<file path="src/rtl/wse_pkg.sv">
// Shared definitions for the word search engine: delimiters, FSM states and
// the optional case-fold helper (enabled by WSE_CASE_FOLD_EN).
package wse_pkg;

   localparam logic [7:0] CH_SP  = 8'h20;
   localparam logic [7:0] CH_ETX = 8'h03;

   typedef enum logic [1:0] {
      IDLE = 2'd0,
      SCAN = 2'd1,
      DONE = 2'd2
   } state_t;

`ifdef WSE_CASE_FOLD_EN
   function automatic logic [7:0] fold_case(input logic [7:0] ch);
      fold_case = (ch >= 8'h61 && ch <= 8'h7A) ? (ch - 8'h20) : ch;
   endfunction
`endif

endpackage

</file>
<file path="src/rtl/wse_key_cmp.sv">
// Compares the assembled word buffer against one search key.
// Case-insensitive when WSE_CASE_FOLD_EN is defined, exact otherwise.
module wse_key_cmp
   import wse_pkg::*;
#(
   parameter int MAX_LEN = 5
) (
   input  logic [MAX_LEN*8-1:0] word,
   input  logic [MAX_LEN*8-1:0] key,
   output logic                 match
);

`ifdef WSE_CASE_FOLD_EN
   logic [MAX_LEN*8-1:0] word_f;
   logic [MAX_LEN*8-1:0] key_f;

   always_comb begin
      word_f = '0;
      key_f  = '0;
      for (int unsigned i = 0; i < MAX_LEN; i++) begin
         word_f[i*8 +: 8] = fold_case(word[i*8 +: 8]);
         key_f[i*8 +: 8]  = fold_case(key[i*8 +: 8]);
      end
      match = (word_f == key_f);
   end
`else
   always_comb begin
      match = (word == key);
   end
`endif

endmodule

</file>
<file path="src/rtl/word_search_engine.sv">
// Scans SRAM text for space/ETX delimited words matching up to NUM_KEYS keys.
// Optional case-insensitive matching via WSE_CASE_FOLD_EN; the start port is
// new_search because 'new' is a reserved word in SystemVerilog.
module word_search_engine
   import wse_pkg::*;
#(
   parameter int MAX_LEN  = 5,
   parameter int NUM_KEYS = 4,
   parameter int ADDR_W   = 12,
   parameter int CNT_W    = 8
) (
   input  logic                        clock,
   input  logic                        reset,
   input  logic                        new_search,
   input  logic [NUM_KEYS*MAX_LEN*8-1:0] keys,
   input  logic [7:0]                  data,
   input  logic                        data_valid,
   output logic [ADDR_W-1:0]           addr,
   output logic                        busy,
   output logic                        done,
   output logic [NUM_KEYS-1:0]         found,
   output logic [NUM_KEYS-1:0]         not_found,
   output logic [NUM_KEYS*CNT_W-1:0]   hit_count,
   output logic                        overrun
);

   localparam int CW = $clog2(MAX_LEN + 1);
   localparam logic [CW-1:0] LEN_MAX = CW'(MAX_LEN);

   state_t                        state;
   logic [NUM_KEYS*MAX_LEN*8-1:0] key_q;
   logic [MAX_LEN*8-1:0]          word_q;
   logic [CW-1:0]                 char_cnt;
   logic                          too_long;
   logic [NUM_KEYS-1:0]           match_vec;
   logic [NUM_KEYS-1:0]           hit_vec;
   logic                          is_delim;
   logic                          is_etx;
   logic                          addr_max;

   for (genvar k = 0; k < NUM_KEYS; k++) begin : g_cmp
      wse_key_cmp #(.MAX_LEN(MAX_LEN)) u_cmp (
         .word  (word_q),
         .key   (key_q[k*MAX_LEN*8 +: MAX_LEN*8]),
         .match (match_vec[k])
      );
   end

   always_comb begin
      is_etx   = (data == CH_ETX);
      is_delim = (data == CH_SP) || is_etx;
      addr_max = &addr;
      hit_vec  = '0;
      if (is_delim && (char_cnt != '0) && !too_long)
         hit_vec = match_vec;
   end

   always_ff @(posedge clock) begin
      if (reset) begin
         state     <= IDLE;
         key_q     <= '0;
         word_q    <= '0;
         char_cnt  <= '0;
         too_long  <= 1'b0;
         addr      <= '0;
         busy      <= 1'b0;
         done      <= 1'b0;
         found     <= '0;
         not_found <= '0;
         hit_count <= '0;
         overrun   <= 1'b0;
      end else if (new_search) begin
         state     <= SCAN;
         key_q     <= keys;
         word_q    <= '0;
         char_cnt  <= '0;
         too_long  <= 1'b0;
         addr      <= '0;
         busy      <= 1'b1;
         done      <= 1'b0;
         found     <= '0;
         not_found <= '0;
         hit_count <= '0;
         overrun   <= 1'b0;
      end else begin
         unique case (state)
            IDLE: begin
               busy <= 1'b0;
               done <= 1'b0;
            end
            SCAN: begin
               if (data_valid) begin
                  addr <= addr + ADDR_W'(1);
                  if (addr_max && !is_etx) begin
                     // Last address without ETX: drop the partial word, no compare.
                     overrun   <= 1'b1;
                     char_cnt  <= '0;
                     too_long  <= 1'b0;
                     state     <= DONE;
                     busy      <= 1'b0;
                     done      <= 1'b1;
                     not_found <= ~found;
                  end else if (is_delim) begin
                     char_cnt <= '0;
                     too_long <= 1'b0;
                     found    <= found | hit_vec;
                     for (int unsigned k = 0; k < NUM_KEYS; k++) begin
                        if (hit_vec[k] && (hit_count[k*CNT_W +: CNT_W] != '1))
                           hit_count[k*CNT_W +: CNT_W] <= hit_count[k*CNT_W +: CNT_W] + CNT_W'(1);
                     end
                     if (is_etx) begin
                        state     <= DONE;
                        busy      <= 1'b0;
                        done      <= 1'b1;
                        not_found <= ~(found | hit_vec);
                     end
                  end else if (char_cnt == LEN_MAX) begin
                     too_long <= 1'b1;
                  end else begin
                     // First character of a word also clears stale trailing bytes.
                     for (int unsigned i = 0; i < MAX_LEN; i++) begin
                        if (char_cnt == CW'(i))
                           word_q[(MAX_LEN-1-i)*8 +: 8] <= data;
                        else if (char_cnt == '0)
                           word_q[(MAX_LEN-1-i)*8 +: 8] <= '0;
                     end
                     char_cnt <= char_cnt + CW'(1);
                  end
               end
            end
            DONE: begin
               busy <= 1'b0;
               done <= 1'b1;
            end
            default: state <= IDLE;
         endcase
      end
   end

endmodule

</file>
<file path="config.mk">
export PLATFORM = sky130hd
export DESIGN_NAME = word_search_engine
export DESIGN_NICKNAME = d
export VERILOG_FILES = /design/src/rtl/wse_pkg.sv /design/src/rtl/wse_key_cmp.sv /design/src/rtl/word_search_engine.sv
export SDC_FILE = /design/constraint.sdc
export NUM_CORES = 1
export LEC_CHECK = 0
export BUFFER_PORTS_ARGS = -buffer_cell sky130_fd_sc_hd__buf_2
export CAP_MARGIN = 20
export CORE_ASPECT_RATIO = 1.75
export CORE_MARGIN = 1.5
export CORE_UTILIZATION = 40
export DETAILED_ROUTE_END_ITERATION = 12
export GPL_TIMING_DRIVEN = 0
export PLACE_DENSITY = 0.59
export SYNTH_ARGS = -nofsm -noshare
export SYNTH_HDL_FRONTEND = slang
export SYNTH_SLANG_ARGS = --single-unit
</file>
<file path="constraint.sdc">
create_clock -name clock -period 8.12 [get_ports clock]
set_input_delay 0 -clock clock [delete_from_list [all_inputs] [get_ports clock]]
set_output_delay 0 -clock clock [all_outputs]
set_load 0.05 [all_outputs]
</file>
# Yosys cells after proc, flatten, opt, wreduce, memory -nomap -nowiden
# Index checks and enable logic that the tools add are counted.
# Widths: inputs -> output; s select.
dict set report classes {
  n_addsub 6
  n_eq_ne 25
  muxes 32
  bitwise 7
  reduce_logical 44
}
# cell count
set op_table {}
lappend op_table {{$eq 40x40->1} 4}
lappend op_table {{$mux 8} 5}
lappend op_table {{$add 8x1->8 const B} 4}
lappend op_table {{$ne 8x8->1 const B} 4}
lappend op_table {{$reduce_and 6->1} 5}
lappend op_table {{$reduce_and 4->1} 6}
lappend op_table {{$reduce_and 5->1} 4}
lappend op_table {{$mux 4} 4}
lappend op_table {{$mux 1} 13}
lappend op_table {{$add 12x1->12 const B} 1}
lappend op_table {{$ne 3x3->1 const B} 4}
lappend op_table {{$reduce_and 12->1} 1}
lappend op_table {{$reduce_bool 2->1} 6}
lappend op_table {{$reduce_bool 3->1} 4}
lappend op_table {{$mux 3} 3}
lappend op_table {{$reduce_and 3->1} 3}
lappend op_table {{$eq 8x2->1 const B} 1}
lappend op_table {{$eq 8x6->1 const B} 1}
lappend op_table {{$mux 2} 4}
lappend op_table {{$ne 4x4->1 const B} 2}
lappend op_table {{$not 4->4} 2}
lappend op_table {{$logic_and 1x1->1} 7}
lappend op_table {{$eq 3x2->1 const B} 2}
lappend op_table {{$eq 3x3->1 const B} 2}
lappend op_table {{17 further kinds} 22}
dict set report word_totals {
  regBits 261
  output_inout_bits 55
  elab_cells 134
}

# Logic depth before layout (Yosys ltp)
dict set report depth {
  depth_word 10
  mapped_depth 9
}

# By module
# From an unflattened synthesis, not the netlist that was laid out.
dict set report unflattened {
  hier_cells 1254
  hier_area_um2 11820.1
}
# mod instances cells_each area_per_inst_um2 seq_area_each_um2
set by_module_without_submodules {}
lappend by_module_without_submodules {word_search_engine 1 1042 10068.4 5225.0}
lappend by_module_without_submodules {wse_key_cmp 4 53 437.9 0.0}

# Worst setup path before layout
# OpenSTA, ideal clock, no wires.
dict set report synth_path {
  kind {register to register}
  from {reg word_q[11]}
  to {reg hit_count[29]}
  setup_time_ns 0.070
  arrival_time_ns 2.665
  setup_slack_ns 5.385
  path_stages_with_launch 8
  path_buffers 1
  period_less_slack_ns 2.735
  cell_sequence {dfxtp_1 > clkbuf_1 > xor2_1 > or4_1 > or4_1 > or4_4 > or4_1 > a21oi_1}
}
dict set report synth_between {
  elab_chain_len 4
}
# item line_no
set synth_lines {}
lappend synth_lines {{start, declared} word_search_engine.sv:32} ;# logic [MAX_LEN*8-1:0] word_q;
lappend synth_lines {{start signal, assigned by index} word_search_engine.sv:123} ;# word_q[(MAX_LEN-1-i)*8 +: 8] <= data;
lappend synth_lines {{$eq 40x40->1} wse_key_cmp.sv:28} ;# match = (word == key);
lappend synth_lines {{$mux 4} word_search_engine.sv:54} ;# if (is_delim && (char_cnt != '0) && !too_long)
lappend synth_lines {{$logic_and 1x1->1} word_search_engine.sv:108} ;# if (hit_vec[k] && (hit_count[k*CNT_W +: CNT_W] != '1))
lappend synth_lines {{$reduce_and 5->1 (no line)} -}
lappend synth_lines {{end signal, assigned by index} word_search_engine.sv:109} ;# hit_count[k*CNT_W +: CNT_W] <= hit_count[k*CNT_W +: CNT_W] + CNT_W'(1);
lappend synth_lines {{end, declared} word_search_engine.sv:23} ;# output logic [NUM_KEYS*CNT_W-1:0] hit_count,
# No other way between the ends.
# A chain may end at the register's enable or synchronous reset.

# Final worst setup path
dict set report layout_path {
  from {reg word_q[26]}
  to {reg hit_count[23]}
}
# The elaborated chain is that of the path after synthesis.

==> metrics.md <==
| Metric | Value |
|---|---|
| Status | completed |
| Gr ovfl total | 0 |
| Post-synthesis sequential area ratio | 42.5% |
| Root Buffer | clkbuf_16 |
| Comb power frac | 12.4% |
| Flops & latches, synth | 261 |
| RSZ-0062 raised after global routing | no |
| Final Skew | 10.1 ps |
| Routed WL | 45.2 mm |
| Number of I/O port buffers | 224 |
| Placer Congestion | approximately 0.9 |
| Cell area after synthesis | ~0.012 sq mm |
| Die Area | 0.0319 sq mm |
| Top cell type's share of synthesized area | 42.5% |
| Core ar. | 0.0302 sq mm |
| Leakage Power | 7.36 nW |
| Via density | 5.32 |
| DRC marker count from the first detailed-route iteration | approximately 570 |
| Top cells by area, synth | dfxtp_1 42%, mux2i_1 13%, xor2_1 7.8%, nor2_1 6.0%, xnor2_1 4.9% |
| Switching part of the total | roughly a quarter |
| Achievable Freq | 0.287 GHz |
| Post-DP HPWL | between 30 and 40 mm |
| Clk Latency, worst-skew pair | about 550 ps |
| Post-Route Utilization | a little over half |
| Die width | about 140 um |
| Synthesized net count | 1538 |
| Post-synth EDFFs | 0 |
| Global-route wire length before repair | roughly 67 mm |
| Pwr dens | about 180 mW/mm^2 |
| Cell Int Power | ~2.3 mW |
| Layout overhead on the synthesized area | 34.5% |
| Final worst setup slack | 4630 ps |
| Post-route ant nets | 0 |
| Worst Path Arrival | 3880 ps |
| Yosys cell types | 47 |
| Starting Density | 40.8% |
| Final slew viol count | 0 |
| Drt first pass iters | 5 |
| Initial antenna violation count | 2 |
| Top_reg_cell synth | dfxtp_1 |
| Critical path launch point type | flip-flop |
| Slew @ Worst Pin | between 1000 and 1500 ps |
| Hold_buf cts | 171 |
| Layout cells sized above 1 | 16.1% |
| Sequential share of power | 45.0% |
| DRC | 0 |
| Max-cap violations | 0 |
| Die Ht | 235 um |
| Syn_area_per_cell | 9.10 sq um |
| Largest net degree at the start of global routing | 16 |
| Post-CTS setup buffers | 0 |
| Post-synth top area cell | dfxtp_1 |
| Peak VDD IR | 0.000137 V |
| NumNets Final | 1962 |
| Finish-stage setup viols | 0 |
| Clock transition at the registers of the reported paths | 70 ps |
| Clock Path Buffers | 3 |
| Final clock period utilization by the worst path | 42.9% |
| Num CTS Buffers | 26 |
| Row count | 84 |
| Slew headroom | 31.0% |
| Worst min path class | in -> reg |
| Synthesis Warnings | 0 |
| Setup TNS | 0 ps |
| Place WS | 4730 ps |
| Kind of end point of the critical path | flip-flop |
| Kind of critical path | reg -> reg |
| Gr usage total | 28.2% |
| Post-layout min period | 3490 ps |
| DR WL/cell | 20.7 um |
| TritonCTS clock tree | built |
| FFs w/ async S/R, synth | 0% |
| Top Ports | 227 |
| CP max FO | 10 |
| CTS Sinks | 261 |
| Net Switching | approximately 0.77 mW |
| Hold violation count in the final report | 0 |
| Post-CTS Resized | 0 |
| Filler cells | 2704 |
| Via count | 11600 |
| CP required | 8520 ps |
| H-tree depth | 1 |
| Vias in the first global route | 11800 |
| Clock Power Share | 42.6% |
| Synth Instances | ~1400 |
[power groups by stage]
| stage | sequential, mW | clock (mW) | combinational [mW] |
|---|---|---|---|
| after floorplan | 1.39 | 0 | 0.198 |
| after global placement | 1.40 | 0 | 0.304 |
| after detailed placement | 1.40 | 0 | 0.309 |
| after CTS | 1.37 | 1.32 | 0.373 |
| after global routing | 1.38 | 1.37 | 0.411 |
| final | 1.37 | 1.30 | 0.378 |
[cell families after synthesis]
kind of cell | count (synthesis) | share of synthesized area, %
AOI/OAI and AO/OA | 131 | 6.34
xor gates and xnor gates | 179 | 12.7
adders and majority gates | 14 | 1.42
buffers and inverters | 114 | 3.98
DFF | 261 | 42.5
muxes | 165 | 13.4
and+or+nand+nor | 488 | 19.6
[cell usage after synthesis (11+ instances only)]
library cell  count
dfxtp_1         261
o21ai_1          17
xor2_1          110
ha_1             14
a21oi_1          55
clkbuf_1         72
inv_1            11
nand3_1          55
or4_1            20
buf_1            17
or3_1            18
mux2i_1         165
nor4_1           45
xnor2_1          69
nor2_1          198
nand4_1          39
nand2_1          65
o21ai_0          15
[metrics by stage]
stage	cell area, sq um	power (mW)	hold WS [ps]	std cells
final	16500	3.06	210	2184
after global routing	16500	3.16	215	2184
after floorplan	12300	1.59	130	1352
after CTS	16500	3.07	199	2183
after global placement	13900	1.71	233	1963
after detailed placement	13900	1.71	241	1964
[critical path: stages (launching register included)]
cell      delay, ps
dfxtp_1         310
clkbuf_1        520
xor2_1          160
or4_1           540
or4_1           460
or4_1           690
buf_2           260
o31ai_1         290
a21oi_1         100
[registers in the layout, summed over array words and instances (netlist names)]
| name | flops |
|---|---|
| done | 1 |
| word_q | 40 |
| key_q | 160 |
| busy | 1 |
| hit_count | 32 |
| too_long | 1 |
| overrun | 1 |
| char_cnt | 3 |
| addr | 12 |
| state | 2 |
| not_found | 4 |
| found | 4 |
[area by class of cell]
type                    instances  area (sq um)  share of cell area (%)
plain buffers                 103           448                    2.71
multi-input cells             977          6590                    39.8
repair buffers                396          2840                    17.1
clock buffers                  33           728                    4.40
well taps                     387           484                    2.93
inverters                      11          41.3                   0.249
clock inverters                15           190                    1.15
diodes                          1          2.50                  0.0151
flip-flops and latches        261          5230                    31.6
[path summary, 6_finish.rpt]
kind                            startpoint             to  slack, ps  cells after the start
worst min register to register    found[0]       found[0]        480                      2
worst max-delay path            word_q[26]  hit_count[23]       4630                      8
worst min-delay path             keys[125]     key_q[125]        210                      4
worst max register to register  word_q[26]  hit_count[23]       4630                      8
[layout by cell type, fill, tap and decap left out, types with 3 or more instances in the layout]
cell type,count
a211oi_1,3
a21oi_1,55
a22o_1,8
a31oi_1,4
and2_1,3
and3_1,7
and4_1,10
buf_1,17
buf_2,232
buf_6,7
bufinv_16,4
clkbuf_1,75
clkbuf_16,27
clkbuf_8,3
clkinv_2,6
clkinvlp_4,3
dfxtp_1,261
dlygate4sd3_1,171
ha_1,14
inv_1,11
mux2i_1,165
nand2_1,65
nand3_1,55
nand4_1,39
nand4b_1,5
nor2_1,198
nor3_1,7
nor4_1,45
nor4b_1,5
o211ai_1,9
o21a_1,5
o21ai_0,15
o21ai_1,17
o31ai_1,7
or3_1,18
or4_1,20
xnor2_1,69
xor2_1,110
[metal layers]
layer / wire (um) / global-route usage, % / up-vias
li1: - / - / 5569
met1: 16200 / 29.2 / 5408
met2: 22400 / 49.7 / 454
met3: 2320 / 3.06 / 178
met4: 4280 / 24.0 / 0
met5: 0 / 0 / -
No activity file was read; power rests on OpenSTA's default activity.
